File: src/rtl/mem_dispatch_pkg.sv
// Shared encodings and helpers for the MEM-stage load/store dispatcher.
package mem_dispatch_pkg;

    localparam int ADDR_W = 64;
    localparam int DATA_W = 64;

    localparam logic REQ_READ  = 1'b0;
    localparam logic REQ_WRITE = 1'b1;

    localparam logic [1:0] SIZE_B = 2'd0;
    localparam logic [1:0] SIZE_H = 2'd1;
    localparam logic [1:0] SIZE_W = 2'd2;
    localparam logic [1:0] SIZE_D = 2'd3;

    localparam logic [1:0] RESP_OK = 2'd0;

    localparam logic [ADDR_W-1:0] CLINT_BASE_DEF = 64'h0000_0000_0200_0000;
    localparam logic [ADDR_W-1:0] CLINT_MASK_DEF = 64'hFFFF_FFFF_FFFF_0000;

    typedef enum logic [1:0] {
        ST_IDLE,
        ST_CLINT,
        ST_BUS,
        ST_RESP
    } state_t;

    // An access is misaligned when any address bit below its natural size is set.
    function automatic logic is_misaligned(input logic [2:0] offset, input logic [1:0] size);
        case (size)
            SIZE_B:  return 1'b0;
            SIZE_H:  return offset[0];
            SIZE_W:  return |offset[1:0];
            default: return |offset;
        endcase
    endfunction

    // Byte-enable pattern for an access of the given size at lane 0.
    function automatic logic [7:0] size_mask(input logic [1:0] size);
        case (size)
            SIZE_B:  return 8'h01;
            SIZE_H:  return 8'h03;
            SIZE_W:  return 8'h0F;
            default: return 8'hFF;
        endcase
    endfunction

endpackage

File: src/rtl/mem_dispatch_if.sv
// Pipeline, CLINT and data-bus bridge signals of the dispatcher.
// The slave view is the dispatcher itself; the master view is its surroundings.
interface mem_dispatch_if;
    import mem_dispatch_pkg::*;

    logic              mem_valid_i;
    logic              mem_req_i;
    logic [1:0]        mem_size_i;
    logic              mem_unsigned_i;
    logic [ADDR_W-1:0] mem_addr_i;
    logic [DATA_W-1:0] mem_wdata_i;
    logic              mem_done_o;
    logic [DATA_W-1:0] mem_rdata_o;
    logic              mem_err_o;
    logic              mem_stall_o;

    logic              clint_valid_o;
    logic              clint_req_o;
    logic [ADDR_W-1:0] clint_addr_o;
    logic [1:0]        clint_size_o;
    logic [DATA_W-1:0] clint_wdata_o;
    logic              clint_ready_i;
    logic [DATA_W-1:0] clint_rdata_i;
    logic [1:0]        clint_resp_i;

    logic              bus_valid_o;
    logic              bus_req_o;
    logic [ADDR_W-1:0] bus_addr_o;
    logic [1:0]        bus_size_o;
    logic [DATA_W-1:0] bus_wdata_o;
    logic [7:0]        bus_strb_o;
    logic              bus_ready_i;
    logic [DATA_W-1:0] bus_rdata_i;
    logic [1:0]        bus_resp_i;

    modport slave (
        input  mem_valid_i, mem_req_i, mem_size_i, mem_unsigned_i, mem_addr_i, mem_wdata_i,
        output mem_done_o, mem_rdata_o, mem_err_o, mem_stall_o,
        output clint_valid_o, clint_req_o, clint_addr_o, clint_size_o, clint_wdata_o,
        input  clint_ready_i, clint_rdata_i, clint_resp_i,
        output bus_valid_o, bus_req_o, bus_addr_o, bus_size_o, bus_wdata_o, bus_strb_o,
        input  bus_ready_i, bus_rdata_i, bus_resp_i
    );

    modport master (
        output mem_valid_i, mem_req_i, mem_size_i, mem_unsigned_i, mem_addr_i, mem_wdata_i,
        input  mem_done_o, mem_rdata_o, mem_err_o, mem_stall_o,
        input  clint_valid_o, clint_req_o, clint_addr_o, clint_size_o, clint_wdata_o,
        output clint_ready_i, clint_rdata_i, clint_resp_i,
        input  bus_valid_o, bus_req_o, bus_addr_o, bus_size_o, bus_wdata_o, bus_strb_o,
        output bus_ready_i, bus_rdata_i, bus_resp_i
    );

endinterface

File: src/rtl/mem_load_align.sv
// Extracts the addressed bytes from a 64-bit beat and sign/zero-extends them.
module mem_load_align
    import mem_dispatch_pkg::*;
(
    input  logic [DATA_W-1:0] rdata,
    input  logic [2:0]        offset,
    input  logic [1:0]        size,
    input  logic              is_unsigned,
    output logic [DATA_W-1:0] data
);

    logic [DATA_W-1:0] shifted;

    // Right-justify the addressed lane, then truncate and extend to the access size.
    always_comb begin
        shifted = rdata >> {offset, 3'b000};
        case (size)
            SIZE_B:  data = is_unsigned ? {56'd0, shifted[7:0]}  : {{56{shifted[7]}},  shifted[7:0]};
            SIZE_H:  data = is_unsigned ? {48'd0, shifted[15:0]} : {{48{shifted[15]}}, shifted[15:0]};
            SIZE_W:  data = is_unsigned ? {32'd0, shifted[31:0]} : {{32{shifted[31]}}, shifted[31:0]};
            default: data = shifted;
        endcase
    end

endmodule

File: src/rtl/mem_dispatch.sv
// MEM-stage dispatcher: routes each load/store to the CLINT or the data-bus bridge.
module mem_dispatch
    import mem_dispatch_pkg::*;
#(
    parameter logic [ADDR_W-1:0] CLINT_BASE = CLINT_BASE_DEF,
    parameter logic [ADDR_W-1:0] CLINT_MASK = CLINT_MASK_DEF
) (
    input logic           clk,
    input logic           rst,
    mem_dispatch_if.slave io
);

    state_t            state;
    state_t            next_state;
    logic              req_q;
    logic [1:0]        size_q;
    logic              unsigned_q;
    logic [ADDR_W-1:0] addr_q;
    logic [DATA_W-1:0] wdata_q;
    logic              misaligned_q;
    logic              clint_path_q;
    logic [DATA_W-1:0] rdata_q;
    logic [1:0]        resp_q;
    logic              accept;
    logic              misaligned_now;
    logic              clint_hit;
    logic              done;
    logic [DATA_W-1:0] load_data;

    assign accept         = (state == ST_IDLE) && io.mem_valid_i;
    assign misaligned_now = is_misaligned(io.mem_addr_i[2:0], io.mem_size_i);
    assign clint_hit      = (io.mem_addr_i & CLINT_MASK) == CLINT_BASE;

    // State register; reset abandons any transaction in flight.
    always_ff @(posedge clk) begin
        if (rst) state <= ST_IDLE;
        else     state <= next_state;
    end

    // Next-state decode plus the per-state strobes.
    always_comb begin
        next_state       = state;
        io.clint_valid_o = 1'b0;
        io.bus_valid_o   = 1'b0;
        done             = 1'b0;
        case (state)
            ST_IDLE: begin
                if (io.mem_valid_i) begin
                    if (misaligned_now) next_state = ST_RESP;
                    else if (clint_hit) next_state = ST_CLINT;
                    else                next_state = ST_BUS;
                end
            end
            ST_CLINT: begin
                io.clint_valid_o = 1'b1;
                if (io.clint_ready_i) next_state = ST_RESP;
            end
            ST_BUS: begin
                io.bus_valid_o = 1'b1;
                if (io.bus_ready_i) next_state = ST_RESP;
            end
            default: begin
                done       = 1'b1;
                next_state = ST_IDLE;
            end
        endcase
    end

    // Latch the request on acceptance and capture the downstream response on completion.
    always_ff @(posedge clk) begin
        if (rst) begin
            req_q        <= REQ_READ;
            size_q       <= SIZE_B;
            unsigned_q   <= 1'b0;
            addr_q       <= '0;
            wdata_q      <= '0;
            misaligned_q <= 1'b0;
            clint_path_q <= 1'b0;
            rdata_q      <= '0;
            resp_q       <= RESP_OK;
        end else if (accept) begin
            req_q        <= io.mem_req_i;
            size_q       <= io.mem_size_i;
            unsigned_q   <= io.mem_unsigned_i;
            addr_q       <= io.mem_addr_i;
            wdata_q      <= io.mem_wdata_i;
            misaligned_q <= misaligned_now;
            clint_path_q <= clint_hit;
            rdata_q      <= '0;
            resp_q       <= RESP_OK;
        end else if (state == ST_CLINT && io.clint_ready_i) begin
            rdata_q <= io.clint_rdata_i;
            resp_q  <= io.clint_resp_i;
        end else if (state == ST_BUS && io.bus_ready_i) begin
            rdata_q <= io.bus_rdata_i;
            resp_q  <= io.bus_resp_i;
        end
    end

    // CLINT returns its register right-justified, so only bus beats need lane selection.
    mem_load_align u_align (
        .rdata       (rdata_q),
        .offset      (clint_path_q ? 3'd0 : addr_q[2:0]),
        .size        (size_q),
        .is_unsigned (unsigned_q),
        .data        (load_data)
    );

    assign io.mem_done_o  = done;
    assign io.mem_rdata_o = (done && req_q == REQ_READ && !misaligned_q) ? load_data : '0;
    assign io.mem_err_o   = done && (misaligned_q || resp_q != RESP_OK);
    assign io.mem_stall_o = io.mem_valid_i && !done;

    assign io.clint_req_o   = req_q;
    assign io.clint_addr_o  = addr_q;
    assign io.clint_size_o  = size_q;
    assign io.clint_wdata_o = wdata_q;

    assign io.bus_req_o   = req_q;
    assign io.bus_addr_o  = {addr_q[ADDR_W-1:3], 3'b000};
    assign io.bus_size_o  = size_q;
    assign io.bus_strb_o  = (req_q == REQ_WRITE) ? (size_mask(size_q) << addr_q[2:0]) : 8'h00;
    assign io.bus_wdata_o = (req_q == REQ_WRITE) ? (wdata_q << {addr_q[2:0], 3'b000}) : '0;

endmodule

File: src/flat_wrapper.sv
// flat-port wrapper written by rule: the top's interface ports become plain ports
module mem_dispatch_flat import mem_dispatch_pkg::*;
#(
    parameter logic [ADDR_W-1:0] CLINT_BASE = CLINT_BASE_DEF,
    parameter logic [ADDR_W-1:0] CLINT_MASK = CLINT_MASK_DEF
)
  (clk, rst, io_mem_valid_i, io_mem_req_i, io_mem_size_i, io_mem_unsigned_i, io_mem_addr_i, io_mem_wdata_i, io_mem_done_o, io_mem_rdata_o, io_mem_err_o, io_mem_stall_o, io_clint_valid_o, io_clint_req_o, io_clint_addr_o, io_clint_size_o, io_clint_wdata_o, io_clint_ready_i, io_clint_rdata_i, io_clint_resp_i, io_bus_valid_o, io_bus_req_o, io_bus_addr_o, io_bus_size_o, io_bus_wdata_o, io_bus_strb_o, io_bus_ready_i, io_bus_rdata_i, io_bus_resp_i);
  mem_dispatch_if io_i ();
  input logic clk;
  input logic rst;
  input wire logic [$bits(io_i.mem_valid_i)-1:0] io_mem_valid_i;
  input wire logic [$bits(io_i.mem_req_i)-1:0] io_mem_req_i;
  input wire logic [$bits(io_i.mem_size_i)-1:0] io_mem_size_i;
  input wire logic [$bits(io_i.mem_unsigned_i)-1:0] io_mem_unsigned_i;
  input wire logic [$bits(io_i.mem_addr_i)-1:0] io_mem_addr_i;
  input wire logic [$bits(io_i.mem_wdata_i)-1:0] io_mem_wdata_i;
  output wire logic [$bits(io_i.mem_done_o)-1:0] io_mem_done_o;
  output wire logic [$bits(io_i.mem_rdata_o)-1:0] io_mem_rdata_o;
  output wire logic [$bits(io_i.mem_err_o)-1:0] io_mem_err_o;
  output wire logic [$bits(io_i.mem_stall_o)-1:0] io_mem_stall_o;
  output wire logic [$bits(io_i.clint_valid_o)-1:0] io_clint_valid_o;
  output wire logic [$bits(io_i.clint_req_o)-1:0] io_clint_req_o;
  output wire logic [$bits(io_i.clint_addr_o)-1:0] io_clint_addr_o;
  output wire logic [$bits(io_i.clint_size_o)-1:0] io_clint_size_o;
  output wire logic [$bits(io_i.clint_wdata_o)-1:0] io_clint_wdata_o;
  input wire logic [$bits(io_i.clint_ready_i)-1:0] io_clint_ready_i;
  input wire logic [$bits(io_i.clint_rdata_i)-1:0] io_clint_rdata_i;
  input wire logic [$bits(io_i.clint_resp_i)-1:0] io_clint_resp_i;
  output wire logic [$bits(io_i.bus_valid_o)-1:0] io_bus_valid_o;
  output wire logic [$bits(io_i.bus_req_o)-1:0] io_bus_req_o;
  output wire logic [$bits(io_i.bus_addr_o)-1:0] io_bus_addr_o;
  output wire logic [$bits(io_i.bus_size_o)-1:0] io_bus_size_o;
  output wire logic [$bits(io_i.bus_wdata_o)-1:0] io_bus_wdata_o;
  output wire logic [$bits(io_i.bus_strb_o)-1:0] io_bus_strb_o;
  input wire logic [$bits(io_i.bus_ready_i)-1:0] io_bus_ready_i;
  input wire logic [$bits(io_i.bus_rdata_i)-1:0] io_bus_rdata_i;
  input wire logic [$bits(io_i.bus_resp_i)-1:0] io_bus_resp_i;
  assign io_i.mem_valid_i = io_mem_valid_i;
  assign io_i.mem_req_i = io_mem_req_i;
  assign io_i.mem_size_i = io_mem_size_i;
  assign io_i.mem_unsigned_i = io_mem_unsigned_i;
  assign io_i.mem_addr_i = io_mem_addr_i;
  assign io_i.mem_wdata_i = io_mem_wdata_i;
  assign io_mem_done_o = io_i.mem_done_o;
  assign io_mem_rdata_o = io_i.mem_rdata_o;
  assign io_mem_err_o = io_i.mem_err_o;
  assign io_mem_stall_o = io_i.mem_stall_o;
  assign io_clint_valid_o = io_i.clint_valid_o;
  assign io_clint_req_o = io_i.clint_req_o;
  assign io_clint_addr_o = io_i.clint_addr_o;
  assign io_clint_size_o = io_i.clint_size_o;
  assign io_clint_wdata_o = io_i.clint_wdata_o;
  assign io_i.clint_ready_i = io_clint_ready_i;
  assign io_i.clint_rdata_i = io_clint_rdata_i;
  assign io_i.clint_resp_i = io_clint_resp_i;
  assign io_bus_valid_o = io_i.bus_valid_o;
  assign io_bus_req_o = io_i.bus_req_o;
  assign io_bus_addr_o = io_i.bus_addr_o;
  assign io_bus_size_o = io_i.bus_size_o;
  assign io_bus_wdata_o = io_i.bus_wdata_o;
  assign io_bus_strb_o = io_i.bus_strb_o;
  assign io_i.bus_ready_i = io_bus_ready_i;
  assign io_i.bus_rdata_i = io_bus_rdata_i;
  assign io_i.bus_resp_i = io_bus_resp_i;
  mem_dispatch #(.CLINT_BASE(CLINT_BASE), .CLINT_MASK(CLINT_MASK)) u_core (.clk(clk), .rst(rst), .io(io_i));
endmodule
File: config.mk
export PLATFORM = sky130hd
export DESIGN_NAME = mem_dispatch_flat
export DESIGN_NICKNAME = d
export VERILOG_FILES = /design/src/rtl/mem_dispatch_pkg.sv /design/src/rtl/mem_dispatch_if.sv /design/src/rtl/mem_load_align.sv /design/src/rtl/mem_dispatch.sv /design/src/flat_wrapper.sv
export SDC_FILE = /design/constraint.sdc
export NUM_CORES = 1
export LEC_CHECK = 0
export BUFFER_PORTS_ARGS = -buffer_cell sky130_fd_sc_hd__buf_4
export CAP_MARGIN = 25
export CORE_AREA = 2 2 237 239
export CTS_CLUSTER_DIAMETER = 60
export DETAILED_ROUTE_END_ITERATION = 16
export DIE_AREA = 0 0 239 241
export GPL_TIMING_DRIVEN = 0
export HOLD_SLACK_MARGIN = 0.12
export PLACE_DENSITY_LB_ADDON = 0.3
export SLEW_MARGIN = 10
export SYNTH_ARGS = -nofsm -noshare
export SYNTH_HDL_FRONTEND = slang
export SYNTH_SLANG_ARGS = --single-unit
export TNS_END_PERCENT = 20
File: constraint.sdc
create_clock -name clk -period 2 [get_ports clk]
set_input_delay 0.2 -clock clk [delete_from_list [all_inputs] [get_ports clk]]
set_output_delay 0.2 -clock clk [all_outputs]
set_load 0.05 [all_outputs]
==> reports/results.tsv, run 1 <==
metric	value	unit
Mapped Avg Cell Area	8.65	µm²
area of the core	54900	µm²
Synth cell types	67	
Critical Path, Cell by Cell	buf_8 > nand2b_4 > a2111oi_4 > buf_4 > a21oi_2 > a31oi_4 > buf_12 > a21oi_4 > buf_8	
RePlAce Congestion	0.954	
CP startpoint kind	flop	
Placed Area	19000	µm²
RSZ-0062 raised after global routing	true	
yosys warns	0	
Clock Latency Late Sink	0.57	ns
worst setup margin	-0.812	ns
register area	4070	µm²
area share of the largest cell type after synthesis	31.5	%
Detailed Routing Iterations Pass 1	5	
post-synthesis compound-gate area fraction	25.3	%
vias per std cell	5.20	
WS Path Type	reg2out	
XOR/XNOR share of the synthesized area	0	%
Die Wd	239	µm
Setup Slack @ Placement	-0.840	ns
nets@finish	2693	
TritonCTS Buffers	28	
Max-slew headroom	48.4	%
# port buffers	604	
post-synthesis instance area	12900	µm²
post-synthesis mux area share	15.3	%
GRT Total Usage	26.4	%
Max clock buf depth	3	
status	complete, but fails checks	
dominant synthesized flop cell	dfxtp_1	
synth top area cells	dfxtp_1, a22o_1, mux4_2	
Slew Viols, Final	0	
cell with the most instances after synthesis	dfxtp_1	
fill count	5240	
CTS tree	yes	
synth cell count leaders	dfxtp_1, nand2_1, a22o_1	
wire length per cell	25.4	µm
Overflow after GRT	0	
vias in the first global route	16500	
worst slew pin tran	0.774	ns
Hold Slack	0.238	ns
die area	57600	µm²
Max Used Layer	met5	
Multi-input gate area	8930	µm²
part of the cycle the worst path needs	141	%
first-pass GRT wire length	113	mm
placed cell count	2798	
max incr delay on CP	0.40	ns
largest net degree at the start of global routing	14	
Max Fclk	356	MHz
num rows	86	
cell taking the most area after synthesis	dfxtp_1	
# IOs	608	
worst-path cell with the longest stage delay	a2111oi_4	
final hold viol count	0	
Worst Clk Skew	0.00934	ns
vias	16400	
CP Data Required Time	1.80	ns
Finished Layout Cells	3156	
Met1 Wirelength	35.4	mm
Post-synth EDFFs	0	
cell repeated most along the worst path	buf_8	
Seq cells post-synth	202	
Worst Setup End Kind	output pin	
max_cap viols	0	
Syn-to-layout area delta	90.6	%
P_leak	9.85	nW
chip height	241	µm
DR iter-0 viols	1361	
HP Class	in2reg	
total wire length	80.1	mm
post-route ant nets	0	
largest family of logic cells by synthesized area	compound AO/OA/AOI/OAI gates	
final setup violation count	268	
met3 wire length	6.57	mm
post-synthesis cell count	1486	
Async SR Flop Fraction	0	%
simple-gate portion of the synthesized area	17.9	%
met2 WL	35.8	mm
post-route cell area	24500	µm²
layout cells sized above 1	45.9	%
CP arrival	2.61	ns
CTS root buf	clkbuf_16	
failing checks	negative setup slack	
sequential fraction of the synthesis area	31.5	%
initial antenna violation count	14	
Reg clk slew, reported paths	0.06	ns
hpwl dp	62.5	mm
path depth of the worst reg2reg path	7	
H-tree depth	1	
Crit Path Max Fanout	8	
Synth Area in Adders	0.389	%
Residual DRC	0	
Clock Sinks	202	
Max VDD drop	0.681	mV
PwrDens	1020	nW/µm²
Tmin final	2.81	ns
initial core utilization	23.4	%
hold depth	6	
-- stage by stage --
step / setup TNS (ns) / util, % / total power, mW
final: -114.88 / 44.7 / 24.9
after global routing: -154.50 / 44.6 / 25.8
after global placement: -166.12 / 34.7 / 17.7
after CTS: -122.14 / 43.9 / 24.7
after floorplan: -16.52 / - / 13.6
after detailed placement: -152.77 / 34.7 / 17.8
-- kinds of logic after synthesis --
logic type	count (synthesis)
and+or+nand+nor	493
AOI/OAI and AO/OA	419
buffers and inverters	225
DFF	202
muxes	142
adders and majority gates	4
other	1
-- state kept, by name, summed over array words and instances, names as in the netlist, 2 cells and up --
name / cells
u_core.io.clint_addr_o: 64
u_core.io.clint_wdata_o: 64
u_core.rdata_q: 64
u_core.io.bus_size_o: 2
u_core.resp_q: 2
u_core.state: 2
-- power by group --
part	switching (mW)	total (mW)	internal (mW)	leakage, nW
Clock	2.10	5.23	3.13	0.475
Sequential	1.43	6.21	4.79	1.66
Combinational	8.38	13.5	5.10	7.71
Total	11.9	24.9	13.0	9.85
-- worst paths after layout --
check / slack (ns) / from / endpoint
max: -0.81 / u_core.io.clint_addr_o[2]$_SDFFE_PP0P_ / io_mem_rdata_o[18]
min: 0.24 / io_clint_ready_i / u_core.state[1]$_SDFFE_PP0P_
max reg2reg: -0.49 / u_core.state[1]$_SDFFE_PP0P_ / u_core.io.clint_addr_o[40]$_SDFFE_PP0P_
min reg2reg: 0.49 / u_core.resp_q[1]$_SDFFE_PP0P_ / u_core.resp_q[1]$_SDFFE_PP0P_
-- routing by layer --
| metal | global-route usage, % | vias up |
|---|---|---|
| met4 | 7.67 | 8 |
| li1 | - | 7404 |
| met5 | 0 | - |
| met2 | 41.4 | 820 |
| met1 | 36.1 | 8021 |
| met3 | 5.96 | 148 |
-- worst max-delay path, delay by kind of cell (launching register included) --
| family | cells | cell delay, ns |
|---|---|---|
| AOI/OAI and AO/OA | 4 | 0.86 |
| and+or+nand+nor | 1 | 0.12 |
| buffers and inverters | 4 | 0.71 |
| DFF | 1 | 0.35 |
-- cells in the final DEF (no fill, tap or decap), types with 15 or more instances in the layout --
cell           count
nor2_1            96
mux2i_1           71
nor2b_2           29
buf_4            609
o21ai_4           33
buf_1             18
dfxtp_1          191
a311oi_1          66
buf_6             92
nand2_1          160
o21ai_1           16
mux4_2            43
a21oi_4           18
clkbuf_2          15
nand3_1           85
dlygate4sd3_1    265
clkbuf_16         30
buf_8             27
buf_12            21
a21oi_1           27
and2_1            16
clkbuf_1          53
o21ai_2           21
mux2i_2           15
a22o_1           141
nand3_2           25
-- what timing repair did --
action                                 4_1_cts  5_1_grt
resized for setup                          326       99
pin swaps                                   27       20
endpoints found under the hold margin      200        0
cloned                                       4        0
setup endpoints to repair                  336      333
hold buffers                               265        0
setup buffers                               27        6
-- area by class of cell --
cell class | count | share of cell area [%]
plain buffers | 213 | 6.51
clock buffers | 37 | 3.29
repair buffers | 906 | 32.7
flip-flops and latches | 202 | 16.6
inverters | 8 | 0.138
multi-input cells | 1061 | 36.4
clock inverters | 15 | 0.653
diodes | 10 | 0.102
well taps | 704 | 3.59
No activity file was read; power rests on OpenSTA's default activity.
==> inputs of run 2 (changes only) <==
--- a/config.mk
+++ b/config.mk
@@ -7,12 +7,15 @@
 export LEC_CHECK = 0
 export BUFFER_PORTS_ARGS = -buffer_cell sky130_fd_sc_hd__buf_4
 export CAP_MARGIN = 25
-export CORE_AREA = 2 2 237 239
+export CELL_PAD_IN_SITES_DETAIL_PLACEMENT = 0
+export CELL_PAD_IN_SITES_GLOBAL_PLACEMENT = 2
+export CORE_AREA = 2 2 239 241
 export CTS_CLUSTER_DIAMETER = 60
 export DETAILED_ROUTE_END_ITERATION = 16
-export DIE_AREA = 0 0 239 241
+export DIE_AREA = 0 0 241 243
 export GPL_TIMING_DRIVEN = 0
 export HOLD_SLACK_MARGIN = 0.12
+export MAX_ROUTING_LAYER = met4
 export PLACE_DENSITY_LB_ADDON = 0.3
 export SLEW_MARGIN = 10
 export SYNTH_ARGS = -nofsm -noshare
==> reports/results.tsv, run 2 (synthesized netlist as in run 1, its figures left out) <==
metric	value	unit	change
area of the core	56000	µm²	+2.0%
Power Total	25.8	mW	+3.4%
DR iter-0 viols	1133		-17%
Worst Setup End Kind	output pin		
PwrDens	1010	nW/µm²	-0.40%
Multi-input gate area	9320	µm²	+4.4%
worst-path cell with the longest stage delay	dfxtp_2		
R2R Path Start	u_core.state[0]$_SDFFE_PP0P_		
Critical Path, Cell by Cell	and2b_1 > buf_8 > a2111oi_4 > a311oi_4 > buf_6 > buf_12 > a31oi_4 > buf_12 > a21oi_4 > buf_6		
Detailed Routing Iterations Pass 1	7		+2
die area	58600	µm²	+1.7%
WS Path Type	reg2out		
max incr delay on CP	0.33	ns	-0.07 ns
Setup Slack @ Placement	-1.00	ns	-0.163 ns
fill count	5495		+4.9%
largest net degree at the start of global routing	16		+2
part of the cycle the worst path needs	142	%	+1.2 points
nets@finish	2708		+0.56%
Max clock buf depth	3		unchanged
Die Wd	241	µm	+0.84%
flop-to-flop setup slack	-0.05	ns	+0.44 ns
RSZ-0062 raised after global routing	true		
total wire length	81.8	mm	+2.2%
clock power share	21.0	%	about the same
Max VDD drop	0.773	mV	+13%
placed cell count	2850		+1.9%
hpwl dp	65.0	mm	+4.1%
HP Class	in2reg		
most frequent cells in the layout	buf_4, dlygate4sd3_1, dfxtp_1, nand2_1, a22o_1		
most common cell after layout, fill and taps aside	buf_4		
Sw Ratio	47.4	%	-0.38 points
worst setup margin	-0.836	ns	-0.0236 ns
final hold viol count	0		unchanged
worst slew pin tran	0.758	ns	-0.0158 ns
Max-slew headroom	49.5	%	+1.1 points
Syn-to-layout area delta	97.8	%	
CP Data Required Time	1.80	ns	about the same
Placed Area	19100	µm²	+0.34%
failing checks	negative setup slack		
Clock Latency Late Sink	0.60	ns	+0.03 ns
Worst Clk Skew	0.0318	ns	+0.0225 ns
Power Internal	13.6	mW	+4.1%
register area	4070	µm²	about the same
post-route ant nets	0		unchanged
Flop pwr share	24.3	%	-0.6 points
Tmin final	2.84	ns	+0.0236 ns
hold depth	5		-1
vias in the first global route	16600		+0.69%
max_cap viols	0		unchanged
first-pass GRT wire length	116	mm	+2.7%
initial antenna violation count	17		+3
CP arrival	2.64	ns	+0.03 ns
Clock Sinks	202		unchanged
P_sw	12.2	mW	+2.5%
final setup violation count	147		-45%
Final Util	45.5	%	+0.80 points
Finished Layout Cells	3228		+2.3%
Reg clk slew, reported paths	0.06	ns	about the same
num rows	87		+1.2%
Max Fclk	353	MHz	-0.83%
RePlAce Congestion	0.927		-2.9%
initial core utilization	23.0	%	-0.45 points
CP Launch Point	u_core.clint_path_q$_SDFFE_PP0P_		
Slew Viols, Final	0		unchanged
CTS tree	yes		
wire length per cell	25.3	µm	-0.12%
layout cells sized above 1	49.5	%	+3.6 points
Hold Slack	0.218	ns	-0.0196 ns
vias	16300		-0.84%
H-tree depth	1		unchanged
CTS root buf	clkbuf_16		
status	complete, but fails checks		
RR Endpoint	u_core.io.clint_wdata_o[25]$_SDFFE_PP0P_		
path depth of the worst reg2reg path	5		-2
CP startpoint kind	flop		
P_leak	10.2	nW	+3.1%
Residual DRC	0		unchanged
chip height	243	µm	+0.83%
Crit Path Max Fanout	10		+2
CP endpoint	io_mem_rdata_o[30]		
Comb pwr share	54.8	%	+0.7 points
post-route cell area	25400	µm²	+3.8%
TritonCTS Buffers	29		+3.6%
# port buffers	604		unchanged
# IOs	608		unchanged
vias per std cell	5.04		-3.0%
GRT Total Usage	27.6	%	+1.2 points
Overflow after GRT	0		unchanged
Setup TNS	-80.50	ns	+34.38 ns
## run 2: cell types whose count changed in the layout (fill, tap and decap cells not counted), moves of 8 or more
cell      previous run  this run
nor2_1              96        87
buf_2                7        15
clkbuf_1            53        33
buf_1               18         7
and2_1              16         8
clkbuf_2            15        33
and2_4               0         8
buf_6               92       136
buf_4              609       582
nand3_4              0         9
## run 2: what timing repair did
item / CTS / global route
setup endpoints to repair: 333 / 282
setup buffers: 38 / 2
pin swaps: 30 / 11
endpoints found under the hold margin: 200 / 0
cloned: 8 / 1
hold buffers: 265 / 0
gates resized for setup: 456 / 152
## run 2: critical path: cells and delay by family, from the launching register on
family                 cells  cell delay (ns)
and+or+nand+nor            1             0.21
buffers and inverters      5             0.82
DFF                        1             0.33
AOI/OAI and AO/OA          4             0.66
## run 2: cell type report
cell class / instances / share of cell area [%]
well taps: 756 / 3.72
inverters: 8 / 0.118
clock buffers: 37 / 3.17
plain buffers: 213 / 6.70
flip-flops and latches: 202 / 16.0
clock inverters: 15 / 0.772
repair buffers: 920 / 32.7
diodes: 16 / 0.157
multi-input cells: 1061 / 36.7
## run 2: power by group through the flow
| stage | clock network (mW) | registers (mW) | logic [mW] |
|---|---|---|---|
| after CTS | 5.47 | 6.20 | 13.6 |
| after global placement | 0 | 6.19 | 11.7 |
| after global routing | 5.65 | 6.30 | 14.8 |
| after floorplan | 0 | 7.05 | 6.56 |
| final | 5.40 | 6.25 | 14.1 |
| after detailed placement | 0 | 6.20 | 11.7 |
## run 2: worst min-delay path by stage
stage | slack [ns] | from | to
global route | 0.27 | io_mem_addr_i[58] | u_core.clint_path_q$_SDFFE_PP0P_
detailed placement | 0.41 | rst | u_core.state[0]$_SDFFE_PP0P_
CTS | 0.22 | io_bus_ready_i | u_core.rdata_q[59]$_SDFFE_PP0P_
global placement | 0.39 | rst | u_core.state[1]$_SDFFE_PP0P_
floorplan | 0.27 | rst | u_core.state[0]$_SDFFE_PP0P_
finish | 0.22 | io_mem_addr_i[58] | u_core.clint_path_q$_SDFFE_PP0P_
## run 2: metal layers
| metal | track usage, % | vias up | wire length [µm] |
|---|---|---|---|
| li1 | - | 7424 | - |
| met1 | 37.2 | 8065 | 36900 |
| met2 | 42.7 | 661 | 37500 |
| met3 | 4.20 | 114 | 5250 |
| met4 | 7.17 | 0 | 2150 |
| met5 | - | - | 0 |
